<file path="src/rtl/approx_mult_ctrl.sv">
// approx_mult_ctrl: sequencer for the approximate-multiplier datapath.
//
// Reads N_PAIRS operand pairs from the input RAM. Operand A of pair k is at
// address 2k and operand B is at 2k+1. For each pair the controller:
//   - loads both 16-bit shift registers;
//   - shifts each one left until its MSB is set (leading-one normalization),
//     counting the shifts, or stops after 16 shifts for a zero operand;
//   - captures the top bytes into the 8-bit multiplier registers;
//   - writes the product to output RAM address k.
//
// Optional feature: define APPROX_MULT_PERF_CNT_EN to add a 16-bit cycle_cnt
// output that counts busy cycles of the last run and saturates at 0xFFFF.
//
// Ports:
//   clk, rst           clock, synchronous active-high reset
//   start              begin a run (sampled only in IDLE)
//   a_msb, b_msb       bit 15 of shift registers A / B
//   busy, done         run in progress / single-cycle completion pulse
//   in_adr             input RAM read address
//   ld_a, ld_b         load shift register A / B from RAM data
//   shl_a, shl_b       shift A / B left by one
//   ld_mul             load the multiplier registers from the top bytes
//   out_we, out_adr    output RAM write strobe and address (k)
//   sa, sb             shift counts of A / B (0..16)
//   sh_sum             sa + sb, used to align the product
//   zero               either operand was zero; the datapath writes 0
//   cycle_cnt          (optional) busy-cycle count of the last run
module approx_mult_ctrl #(
  parameter int unsigned N_PAIRS   = 8,
  parameter int unsigned IN_ADR_W  = 4,
  parameter int unsigned OUT_ADR_W = 3
) (
  input  logic                 clk,
  input  logic                 rst,
  input  logic                 start,
  input  logic                 a_msb,
  input  logic                 b_msb,
  output logic                 busy,
  output logic                 done,
  output logic [IN_ADR_W-1:0]  in_adr,
  output logic                 ld_a,
  output logic                 ld_b,
  output logic                 shl_a,
  output logic                 shl_b,
  output logic                 ld_mul,
  output logic                 out_we,
  output logic [OUT_ADR_W-1:0] out_adr,
  output logic [4:0]           sa,
  output logic [4:0]           sb,
  output logic [5:0]           sh_sum,
`ifdef APPROX_MULT_PERF_CNT_EN
  output logic [15:0]          cycle_cnt,
`endif
  output logic                 zero
);

  typedef enum logic [2:0] {
    StIdle,
    StLoadA,
    StLoadB,
    StNorm,
    StCapture,
    StWrite,
    StDone
  } state_e;

  state_e               state_q, state_d;
  logic [OUT_ADR_W-1:0] k_q, k_d;
  logic [4:0]           sa_q, sa_d;
  logic [4:0]           sb_q, sb_d;

  logic                 need_a, need_b;
  logic                 last_pair;
  logic [IN_ADR_W-1:0]  pair_base;

  // Even address of pair k; the odd partner only sets bit 0.
  assign pair_base = IN_ADR_W'({k_q, 1'b0});
  assign last_pair = (k_q == OUT_ADR_W'(N_PAIRS - 1));

  // A zero operand never raises its MSB, so the count saturates at 16.
  assign need_a = !a_msb && (sa_q < 5'd16);
  assign need_b = !b_msb && (sb_q < 5'd16);

  always_ff @(posedge clk) begin
    if (rst) begin
      state_q <= StIdle;
      k_q     <= '0;
      sa_q    <= '0;
      sb_q    <= '0;
    end else begin
      state_q <= state_d;
      k_q     <= k_d;
      sa_q    <= sa_d;
      sb_q    <= sb_d;
    end
  end

  always_comb begin
    state_d = state_q;
    k_d     = k_q;
    sa_d    = sa_q;
    sb_d    = sb_q;
    in_adr  = '0;
    out_adr = '0;
    ld_a    = 1'b0;
    ld_b    = 1'b0;
    shl_a   = 1'b0;
    shl_b   = 1'b0;
    ld_mul  = 1'b0;
    out_we  = 1'b0;

    unique case (state_q)
      StIdle: begin
        if (start) begin
          k_d     = '0;
          sa_d    = '0;
          sb_d    = '0;
          state_d = StLoadA;
        end
      end
      StLoadA: begin
        in_adr  = pair_base;
        ld_a    = 1'b1;
        state_d = StLoadB;
      end
      StLoadB: begin
        in_adr  = pair_base | IN_ADR_W'(1);
        ld_b    = 1'b1;
        sa_d    = '0;
        sb_d    = '0;
        state_d = StNorm;
      end
      StNorm: begin
        shl_a = need_a;
        shl_b = need_b;
        if (need_a) sa_d = sa_q + 5'd1;
        if (need_b) sb_d = sb_q + 5'd1;
        if (!need_a && !need_b) state_d = StCapture;
      end
      StCapture: begin
        ld_mul  = 1'b1;
        state_d = StWrite;
      end
      StWrite: begin
        out_we  = 1'b1;
        out_adr = k_q;
        if (last_pair) begin
          state_d = StDone;
        end else begin
          k_d     = k_q + OUT_ADR_W'(1);
          state_d = StLoadA;
        end
      end
      StDone: begin
        k_d     = '0;
        state_d = StIdle;
      end
      default: state_d = StIdle;
    endcase
  end

  assign busy   = (state_q != StIdle);
  assign done   = (state_q == StDone);
  assign sa     = sa_q;
  assign sb     = sb_q;
  assign sh_sum = {1'b0, sa_q} + {1'b0, sb_q};
  assign zero   = (sa_q == 5'd16) || (sb_q == 5'd16);

`ifdef APPROX_MULT_PERF_CNT_EN
  logic [15:0] cnt_q, cnt_d;

  always_comb begin
    cnt_d = cnt_q;
    if (state_q == StIdle) begin
      if (start) cnt_d = '0;
    end else if (cnt_q != 16'hFFFF) begin
      cnt_d = cnt_q + 16'd1;
    end
  end

  always_ff @(posedge clk) begin
    if (rst) cnt_q <= '0;
    else     cnt_q <= cnt_d;
  end

  assign cycle_cnt = cnt_q;
`endif

endmodule

</file>
<file path="config.mk">
export PLATFORM = sky130hd
export DESIGN_NAME = approx_mult_ctrl
export DESIGN_NICKNAME = d
export VERILOG_FILES = /design/src/rtl/approx_mult_ctrl.sv
export SDC_FILE = /design/constraint.sdc
export NUM_CORES = 1
export LEC_CHECK = 0
export CORE_ASPECT_RATIO = 1.75
export CORE_UTILIZATION = 47
export CTS_CLUSTER_SIZE = 16
export DETAILED_ROUTE_END_ITERATION = 8
export GPL_ROUTABILITY_DRIVEN = 0
export GPL_TIMING_DRIVEN = 0
export HOLD_SLACK_MARGIN = 0.12
export PLACE_DENSITY = 0.82
export SYNTH_ARGS = -nofsm -noshare
export SYNTH_HDL_FRONTEND = slang
export SYNTH_SLANG_ARGS = --single-unit
</file>
<file path="constraint.sdc">
create_clock -name clk -period 1.67 [get_ports clk]
set_input_delay 0.167 -clock clk [delete_from_list [all_inputs] [get_ports clk]]
set_output_delay 0.167 -clock clk [all_outputs]
set_load 0.02 [all_outputs]
</file>
# Yosys cells after proc, flatten, opt, wreduce, memory -nomap -nowiden
# Cells that the tools add are included.
# totals
regBits	16
input_bits	5
out_inout_bits	32
elab_cells	60
# classes
mux	20
n_reduce_logical	16
add_sub_neg	4
n_eq_ne	14
n_lt_le_gt_ge	2
# op_table
cell	count
$pmux 5 s3	2
$mux 3	6
$pmux 3 s6	1
$mux 5	3
$eq 3x3->1 const B	4
$add 5x1->5 const B	2
$eq 5x5->1 const B	2
$lt 5x5->1 const B	2
$ne 2x2->1 const B	5
$pmux 3 s3	1
$reduce_and 3->1	3
$reduce_bool 3->1	3
$pmux 4 s2	1
$add 5x5->6	1
$eq 3x2->1 const B	2
$mux 1	6
$logic_not 1->1	4
$add 3x1->3 const B	1
$eq 3x1->1 const B	1
$logic_and 1x1->1	3
$logic_not 3->1	1
$reduce_and 2->1	1
$logic_or 1x1->1	1

# Logic depth before layout (Yosys ltp)
# Gate-level depths: netlist (run 1).
# logic_depth
depth_word	6
depth_mapped	5
depth_no_buf	5

# Worst setup path after synthesis (run 1)
# OpenSTA, ideal clock, no wires.
# synth_path
kind	register to output
start	reg sa_q[0], in the netlist sa[0]
end	out sh_sum[4]
n_path_buf	0
stages_incl_launch_ff	6
slack_ns	-0.127
arrival_time_ns	1.630
required_ns	1.503
cell_sequence	dfxtp_1 ha_1 fa_1 a21o_1 a21oi_1 xnor2_1
# synth_between
elab_chain_len	1
# synth_rtl
item	line	source
start, declared	69	logic [4:0] sa_q, sa_d;
start signal, assigned	88	sa_q <= '0;
start signal, assigned	93	sa_q <= sa_d;
$add 5x5->6	166	assign sh_sum = {1'b0, sa_q} + {1'b0, sb_q};
end, declared	50	output logic [5:0] sh_sum,
# No other way between the ends.

# Worst setup path after layout (run 1)
# Same ends and word-level chain as after synthesis.

==> impl_results.md, run 1 <==
- # rows: 24
- Die area: 2927 um^2
- Synth Area per Inst: around 8.8 um^2
- IO Port Bufs: 36
- Synth Register Bits: 16
- Root buf cell: clkbuf_8
- Most frequent cell after synthesis: dfxtp_1
- CP max stage delay: between 0.3 and 0.4 ns
- Num CTS Buffers: 3
- Worst skew pair latency: between 0.2 and 0.3 ns
- DIE HEIGHT: 70.83 um
- Die width: 41.33 um
- Max Buffers Root-to-Sink: 2
- Sequential Power Share: 35.0%
- Yosys Warn Count: 0
- Initial Utilization: approximately 50%
- Register area share after synthesis: 25.17%
- Pleak: 0.8698 nW
- Antenna diode instance count: 0
- HPWL after DPL: 2827 um
- Unrepaired setup endpoints after global routing: yes
- Area leader, netlist: dfxtp_1
- First-pass GRT wire length: 6092 um
- Failing checks: negative setup slack
- Clock skew: 0.002320 ns
- Post-synth EDFFs: 0
- Largest cells by area after synthesis: dfxtp_1 (25%), ha_1 (11%), a211oi_2 (3.9%)
- Slew headroom: between 60% and 70%
- Hold Buf Count CTS: 0
- Post-synthesis cell area: around 1300 um^2
- Initial antenna violation count: 0
- CP Data Arrival Time: between 1.5 and 2 ns
- Hold Fails Final Rpt: 0
- Status: complete, but fails checks
- WL final: approximately 4200 um
- Final setup margin: -0.2526 ns
- CTS tree: done
- Crit Path Max Fanout: 2
- Syn Inst Count: 145
- Int Power: between 0.7 and 0.8 mW
- Asr flop ratio synth: 0%
- Syn Nets: 162
- Vias: 1382
- DRC viols: 0
- HP Class: reg2reg
- CP required: roughly 1.5 ns
- Drt pass-1 iters: 4
- Kind of start point of the critical path: flop
- Fin nets: between 200 and 250
- Clock Sinks: 16
- Vias in the first global route: 1351
- Max Fclk: between 500 and 600 MHz
- Unique masters post-synth: between 40 and 50
- Largest net degree at the start of global routing: 11
- Core area: 2522 um^2
- Number of vias per cell: 6.225
- Synth top cells by count: dfxtp_1 (16), ha_1 (11), inv_1 (10), a21oi_1 (7)
- Routed Antenna Nets: 0
- Inst Count DP: a little over 200
- Tmin final: 1.923 ns
- Psw: 0.4196 mW
- CP Buf/Inv Count: 1
- Switch share: 35.53%
- Family with the most delay on the worst path: adder cells
- CP endpoint kind: output pin
- CP cell instances: ha_4 -> fa_2 -> a21o_1 -> a21oi_2 -> xnor2_2 -> buf_4
- CP max-delay cell: dfxtp_4
- H-tree levels: 1
- Pins Over Slew Limit: 0
- Drt wl/cell: about 19 um
- Final Hold Slack: 0.5539 ns
- Post-synth top area share: 25.17%
- Peak supply drop: 665.7 uV
- Grt ovf: 0
- Post-route insts no fill: 222
- CP Class: reg2out
- Pwr Density: 606.7 nW/um^2
- Setup violators final: 5
- Reg clk slew, reported paths: 0.07 ns
- Total GRT Usage: 29.93%
- Worst-Margin Slew: 0.4834 ns
- I/O pins: 37
- Layout cells sized above 1: about two fifths
- Top_reg_cell synth: dfxtp_1
- Synth-to-Final Area Change: 53.00%
- Crit share post-route: 115.1%
- Register-to-register setup slack: 0.06 ns
- Drt first-iter violations: 52
- Clock power share: 26.3%
- Max_cap viols: 0
- Combinational share of power: 38.7%
- Setup TNS Final: -0.4366 ns
- Tot Pwr: 1.181 mW
## sequential cells by signal (all words and copies together) (netlist names)
name     count
sa           5
k_q          3
sb           5
state_q      3
## final timing paths
| path | endpoint | depth (start not counted) | startpoint |
|---|---|---|---|
| worst min register to register | sb[2] | 2 | sb[2] |
| worst min-delay path | sb[2] | 2 | sb[2] |
| worst max register to register | k_q[2] | 5 | k_q[0] |
| worst max-delay path | sh_sum[4] | 6 | sa[0] |
## power groups by stage
stage / Clock, mW / Combinational [mW] / Sequential [mW]
final: 0.311 / 0.456 / 0.414
after global routing: 0.315 / 0.492 / 0.416
after CTS: 0.299 / 0.422 / 0.412
after detailed placement: 0 / 0.402 / 0.422
after global placement: 0 / 0.393 / 0.420
after floorplan: 0 / 0.272 / 0.419
## through the flow
step           setup WS, ns  cell area, um^2  utilization (%)
5_1_grt             -0.2975             1947            77.18
6_report            -0.2526             1947            77.18
3_3_place_gp        -0.5448             1682            66.67
3_5_place_dp        -0.5712             1682            66.67
4_1_cts             -0.2717             1836            72.77
2_1_floorplan       0.03392             1289                -
## tightest hold or removal path: cells and delay by family (launching register included)
| family | cells | cell delay, ns |
|---|---|---|
| DFF | 1 | 0.37 |
| AOI/OAI and AO/OA | 1 | 0.09 |
| muxes | 1 | 0.06 |
## cell usage in the layout (no fill, tap or decap), types with 4 or more instances in the layout
cell             instances
buf_4                   18
nor3_1                   5
nand3_1                  5
dfxtp_4                  5
buf_6                    7
clkdlybuf4s50_1         13
ha_1                     7
a211oi_2                 4
a21oi_1                  5
o211ai_1                 6
buf_2                    7
mux2i_1                  4
dfxtp_1                  8
ha_4                     4
a211oi_1                 4
inv_1                    9
a21o_1                   4
nor2_1                   5
and2_1                   5
## routing by layer
| metal | global-route usage, % | up-vias | part of all wire, % |
|---|---|---|---|
| li1 | - | 644 | - |
| met1 | 28.66 | 665 | 35 |
| met2 | 51.22 | 60 | 56 |
| met3 | 4.702 | 13 | 3.9 |
| met4 | 21.86 | 0 | 4.6 |
| met5 | 0 | - | 0 |
## cells by family (layout without fill, tap and decap cells)
group	Yosys count	count (layout)	share of synthesized area, %
AOI/OAI and AO/OA	47	47	29.30
muxes	4	4	3.147
xor gates and xnor gates	4	4	2.754
and+or+nand+nor	43	43	20.85
buffers and inverters	19	70	6.392
adders and majority gates	12	12	12.39
DFF	16	16	25.17
## area by class of cell
cell class                 instances  area (um^2)
multi-input combinational        110         1001
fill                             187        575.6
timing repair buffer              48        424.2
sequential                        16        342.8
buffer                             8        61.31
inverter                          11        43.79
clock buffer                       3        41.29
tap                               26        32.53
## timing repair
item,CTS,global route
setup buffers,5,8
pin swaps,11,13
gates resized for setup,102,28
setup endpoints to repair,24,20
Power figures use the tool's default switching activity.
==> inputs of run 2 (changes only) <==
- CORE_ASPECT_RATIO: 1.75 -> 0.9
==> run 2 against run 1 <==
  * The run ends with design-rule violations, negative setup slack left
  * Cell area shrank 1.2%
  * Sequential power is essentially flat
  * Combinational power is essentially flat
  * Critical endpoint unchanged
  * Largest power group unchanged
  * Highest routed layer unchanged
==> impl_results.md, run 2 (same netlist as run 1, synthesis figures left out) <==
- Number of vias per cell: 6.293 (+1.1%)
- Most frequent cells in the layout: buf_4 (14), clkdlybuf4s50_1 (14), buf_6 (11)
- RR Endpoint: k_q[1]
- Worst r2r src: k_q[0]
- Kind of start point of the critical path: flop
- Post-DP Area: 1684 um^2 (+0.15%)
- Register-to-register setup slack: 0.08 ns (+0.02 ns)
- Drt wl/cell: 18.93 um (+0.72%)
- CP Buf/Inv Count: 1 (unchanged)
- Drt pass-1 iters: 9 (+5)
- Num CTS Buffers: 3 (unchanged)
- CP endpoint kind: output pin
- Clock skew: 0.007415 ns (+0.005095 ns)
- First-pass GRT wire length: 6037 um (-0.90%)
- Seq. cell area: 347.8 um^2 (+1.5%)
- Hold Path End: k_q[0]
- DRC viols: 4 (+4)
- Vias: 1397 (+1.1%)
- Hold Fails Final Rpt: 0 (unchanged)
- Worst skew pair latency: 0.29 ns (+0.03 ns)
- Worst-Margin Slew: 0.4465 ns (-0.03694 ns)
- Family with the most delay on the worst path: adder cells
- CTS tree: done
- Crit share post-route: 117.6% (+2.5 points)
- HPWL after DPL: 2666 um (-5.7%)
- Post-Layout Inst Area: 1923 um^2 (-1.2%)
- Unrepaired setup endpoints after global routing: yes
- Root buf cell: clkbuf_4
- Peak supply drop: 563.6 uV (-15%)
- Final setup margin: -0.2939 ns (-0.04131 ns)
- Reg clk slew, reported paths: 0.10 ns (+0.03 ns)
- H-tree levels: 1 (unchanged)
- CP required: 1.50 ns (about the same)
- Die area: 2920 um^2 (-0.27%)
- Max Buffers Root-to-Sink: 2 (unchanged)
- CP max-delay cell: dfxtp_4
- Routed Antenna Nets: 0 (unchanged)
- Layout fillers: 164 (-12%)
- Pins Over Slew Limit: 0 (unchanged)
- Crit Path Max Fanout: 2 (unchanged)
- HP Class: reg2reg
- IO Port Bufs: 36 (unchanged)
- Total GRT Usage: 26.90% (-3.0 points)
- CP cell instances: ha_4 -> fa_2 -> a21o_1 -> a21oi_2 -> xnor2_2 -> buf_4
- Multi-input gate area: 1003 um^2 (+0.25%)
- Fin nets: 212 (-1.4%)
- Layout cells sized above 1: 41.75% (+3.5 points)
- Antenna diode instance count: 0 (unchanged)
- Setup violators final: 5 (unchanged)
- Tmin final: 1.964 ns (+0.04131 ns)
- Largest net degree at the start of global routing: 11 (unchanged)
- Failing checks: design-rule violations, negative setup slack
- Final core utilization: 76.62% (-0.56 points)
- WHS Path Cells: 1 (-1)
- Crit path from: sa[0]
- Clock Sinks: 16 (unchanged)
- Slew headroom: 69.47% (+1.7 points)
- Pleak: 0.8287 nW (-4.7%)
- Core area: 2510 um^2 (-0.50%)
- Final Hold Slack: 0.5337 ns (-0.02021 ns)
- CP Data Arrival Time: 1.80 ns (+0.04 ns)
- Pwr Density: 589.8 nW/um^2 (-2.8%)
- Hold Path Origin: k_q[0]
- Initial Utilization: 50.70% (+0.25 points)
- Initial antenna violation count: 0 (unchanged)
- Vias in the first global route: 1270 (-6.0%)
- Drt first-iter violations: 113 (+120%)
- Hold Buf Count CTS: 0 (unchanged)
- WL final: 4203 um (+0.72%)
- Path depth of the worst reg2reg path: 5 (unchanged)
- Synth-to-Final Area Change: 51.13%
- CP max stage delay: 0.37 ns (about the same)
- Max Fclk: 509.2 MHz (-2.1%)
- Grt ovf: 0 (unchanged)
- Die width: 56.85 um (+38%)
- DIE HEIGHT: 51.36 um (-27%)
- CP Class: reg2out
- Status: complete, but fails checks
- I/O pins: 37 (unchanged)
- # rows: 17 (-29%)
- Max_cap viols: 0 (unchanged)
-- run 2: cell types whose count changed in the layout (fill, tap and decap cells not counted), moves of 3 or more --
cell / before / now
buf_4: 18 / 14
buf_6: 7 / 11
dfxtp_1: 8 / 4
dfxtp_2: 3 / 7
dlygate4sd2_1: 3 / 0
-- run 2: layout make-up --
type                    instances  area share (%)
repair buffers                 45           19.97
multi-input cells             110           52.18
flip-flops and latches         16           18.09
clock buffers                   4           1.887
plain buffers                   8           3.774
well taps                      28           1.822
inverters                      11           2.277
-- run 2: worst reg2reg max path: stages, from the launching register on --
cell and delay (ns):
dfxtp_2 0.35, ha_1 0.20, ha_1 0.21, nand4bb_4 0.26
and2_1 0.21, a32o_1 0.27
-- run 2: repair_timing --
action / 4_1_cts / 5_1_grt
endpoints found under the setup margin: 22 / 23
pin swaps: 6 / 9
buffers inserted: 6 / 4
hold endpoints to repair: 0 / 0
gates resized for setup: 105 / 45
-- run 2: worst max path at each step --
| stage | end | slack [ns] | depth (start not counted) |
|---|---|---|---|
| CTS | sh_sum[4] | -0.30 | 6 |
| global route | sh_sum[4] | -0.36 | 6 |
| floorplan | sh_sum[4] | 0.03 | 5 |
| detailed placement | sh_sum[4] | -0.56 | 6 |
| finish | sh_sum[4] | -0.29 | 6 |
| global placement | sh_sum[4] | -0.53 | 6 |
-- run 2: per-stage QoR --
stage | setup TNS (ns) | instances | power (mW) | setup WS [ns]
floorplan | 0 | 145 | 0.6916 | 0.03392
global placement | -3.366 | 209 | 0.8087 | -0.5269
detailed placement | -4.028 | 209 | 0.8166 | -0.5589
CTS | -0.6299 | 219 | 1.093 | -0.2974
global route | -1.122 | 222 | 1.182 | -0.3561
finish | -0.7532 | 222 | 1.134 | -0.2939
-- run 2: where the power goes --
part	switching, mW	internal [mW]
sequential	0.0212	0.395
combinational	0.254	0.200
clock	0.132	0.133
-- run 2: metal layers --
layer | routed length [um] | GRT usage (%)
met5 | 0 | 0
met4 | 43 | 7.317
met3 | 198 | 5.823
met2 | 2072 | 44.44
met1 | 1888 | 35.60
==> inputs of run 3 (changes only) <==
- CORE_MARGIN: not set -> 2
- REMOVE_ABC_BUFFERS: not set -> 1
==> run 3 against run 2 <==
  * Sequential share of layout area rose by 1.1 points
  * Sequential cell count did not move
  * The run still ends with design-rule violations, negative setup slack left
  * Via count fell by 4.6%
==> impl_results.md, run 3 (same netlist as run 1, synthesis figures left out) <==
- Max Buffers Root-to-Sink: 2 (unchanged)
- Num CTS Buffers: 3 (unchanged)
- Clock skew: 0.001265 ns (-0.006149 ns)
- Failing checks: design-rule violations, negative setup slack
- HPWL after DPL: 2323 um (-13%)
- RR Endpoint: sa[2]
- Synth-to-Final Area Change: 43.76%
- Final Hold Slack: 0.5596 ns (+0.02595 ns)
- Max_cap viols: 0 (unchanged)
- CP endpoint kind: output pin
- Drt pass-1 iters: 7 (-2)
- CTS tree: done
- H-tree levels: 1 (unchanged)
- Drt wl/cell: 15.67 um (-17%)
- DIE HEIGHT: 53.36 um (+3.9%)
- WHS Path Cells: 2 (+1)
- Reg clk slew, reported paths: 0.10 ns (about the same)
- Setup TNS Final: -0.6244 ns (+0.1288 ns)
- Drt first-iter violations: 44 (-61%)
- Most frequent cells in the layout: clkdlybuf4s50_1 (14), buf_4 (13), inv_1 (10), dlygate4sd2_1 (10), ha_1 (9)
- Largest net degree at the start of global routing: 18 (+7)
- Register-to-register setup slack: 0.08 ns (about the same)
- Antenna diode instance count: 0 (unchanged)
- Final setup margin: -0.2828 ns (+0.01118 ns)
- Worst-Margin Slew: 0.4704 ns (+0.02391 ns)
- Crit share post-route: 116.9% (-0.67 points)
- Initial Utilization: 50.70% (unchanged)
- Layout cells sized above 1: 26.98% (-15 points)
- # rows: 17 (unchanged)
- Routed Antenna Nets: 0 (unchanged)
- Root buf cell: clkbuf_4
- CP required: 1.50 ns (about the same)
- Path depth of the worst reg2reg path: 4 (-1)
- Vias in the first global route: 1238 (-2.5%)
- HP Class: reg2reg
- Unrepaired setup endpoints after global routing: yes
- Pwr Density: 591.1 nW/um^2 (+0.21%)
- Layout fillers: 196 (+20%)
- Pins Over Slew Limit: 0 (unchanged)
- Number of vias per cell: 6.143 (-2.4%)
- Setup violators final: 4 (-1)
- Kind of start point of the critical path: flop
- Commonest non-fill, non-tap cell in the layout: clkdlybuf4s50_1
- Clock Sinks: 16 (unchanged)
- Hold Path End: sa[2]
- WL final: 3400 um (-19%)
- Pleak: 0.8020 nW (-3.2%)
- Total GRT Usage: 23.30% (-3.6 points)
- Fin nets: 207 (-2.4%)
- Status: complete, but fails checks
- Worst skew pair latency: 0.29 ns (about the same)
- Die width: 58.85 um (+3.5%)
- First-pass GRT wire length: 5595 um (-7.3%)
- CP Class: reg2out
- Hold Fails Final Rpt: 0 (unchanged)
- Worst r2r src: state_q[1]
- Vias: 1333 (-4.6%)
- Core area: 2510 um^2 (unchanged)
- Tmin final: 1.953 ns (-0.01118 ns)
- IO Port Bufs: 36 (unchanged)
- I/O pins: 37 (unchanged)
- CP Data Arrival Time: 1.79 ns (about the same)
- Max Fclk: 512.1 MHz (+0.57%)
- Die area: 3140 um^2 (+7.5%)
- Initial antenna violation count: 0 (unchanged)
- Hold Path Origin: sa[2]
- Peak supply drop: 488.7 uV (-13%)
- Slew headroom: 68.54% (-0.92 points)
- Grt ovf: 0 (unchanged)
- Crit Path Max Fanout: 3 (+1)
- DRC viols: 4 (unchanged)
==> run 3: metal layers <==
layer / vias to the layer above / GRT usage [%] / routed length (um) / part of all wire (%)
met5: - / 0 / 0 / 0
met4: 0 / 6.439 / 37 / 1.1
met3: 6 / 3.178 / 272 / 8.0
met2: 69 / 42.41 / 1623 / 48
met1: 622 / 28.45 / 1466 / 43
li1: 636 / - / - / -
==> run 3: area by class of cell <==
type	count	area [um^2]	area share, %
timing repair buffer	48	436.7	23.87
tap	28	35.03	1.915
sequential	16	350.3	19.15
multi-input combinational	110	929.6	50.82
inverter	11	41.29	2.257
clock buffer	4	36.28	1.984
==> run 3: repair_timing <==
item,CTS,global route
endpoints found under the setup margin,37,19
pin swaps,10,8
buffers inserted,9,4
resized for setup,75,15
hold buffers,0,0
==> run 3: critical path, cell delays in order (launching register included) <==
cell and delay (ns):
dfxtp_4 0.37, ha_4 0.16, fa_2 0.34, a21o_1 0.18
a21oi_2 0.15, xnor2_1 0.13, buf_4 0.16
==> run 3: worst max-delay path by stage <==
| stage | from | end | slack (ns) |
|---|---|---|---|
| 6_report | sb[0] | sh_sum[4] | -0.28 |
| 5_1_grt | sa[0] | sh_sum[4] | -0.35 |
| 4_1_cts | sb[0] | sh_sum[4] | -0.32 |
| 3_5_place_dp | sa[0] | sh_sum[4] | -0.65 |
| 3_3_place_gp | sa[0] | sh_sum[4] | -0.59 |
| 2_1_floorplan | sa[0] | sh_sum[4] | -0.13 |
==> run 3: power by group <==
| part | leakage [nW] | internal, mW | total [mW] | switching [mW] |
|---|---|---|---|---|
| Sequential | 0.136 | 0.395 | 0.440 | 0.0448 |
| Combinational | 0.645 | 0.172 | 0.376 | 0.203 |
| Clock | 0.0210 | 0.133 | 0.265 | 0.132 |
==> run 3: per-stage QoR <==
| step | util (%) | instances | area [um^2] | power [mW] | setup WS [ns] |
|---|---|---|---|---|---|
| 2_1_floorplan | - | 137 | 1232 | 0.6651 | -0.1274 |
| 3_3_place_gp | 64.86 | 201 | 1628 | 0.7828 | -0.5868 |
| 3_5_place_dp | 64.86 | 201 | 1628 | 0.7879 | -0.6512 |
| 4_1_cts | 70.39 | 214 | 1767 | 1.045 | -0.3196 |
| 5_1_grt | 72.88 | 217 | 1829 | 1.145 | -0.3488 |
| 6_report | 72.88 | 217 | 1829 | 1.081 | -0.2828 |
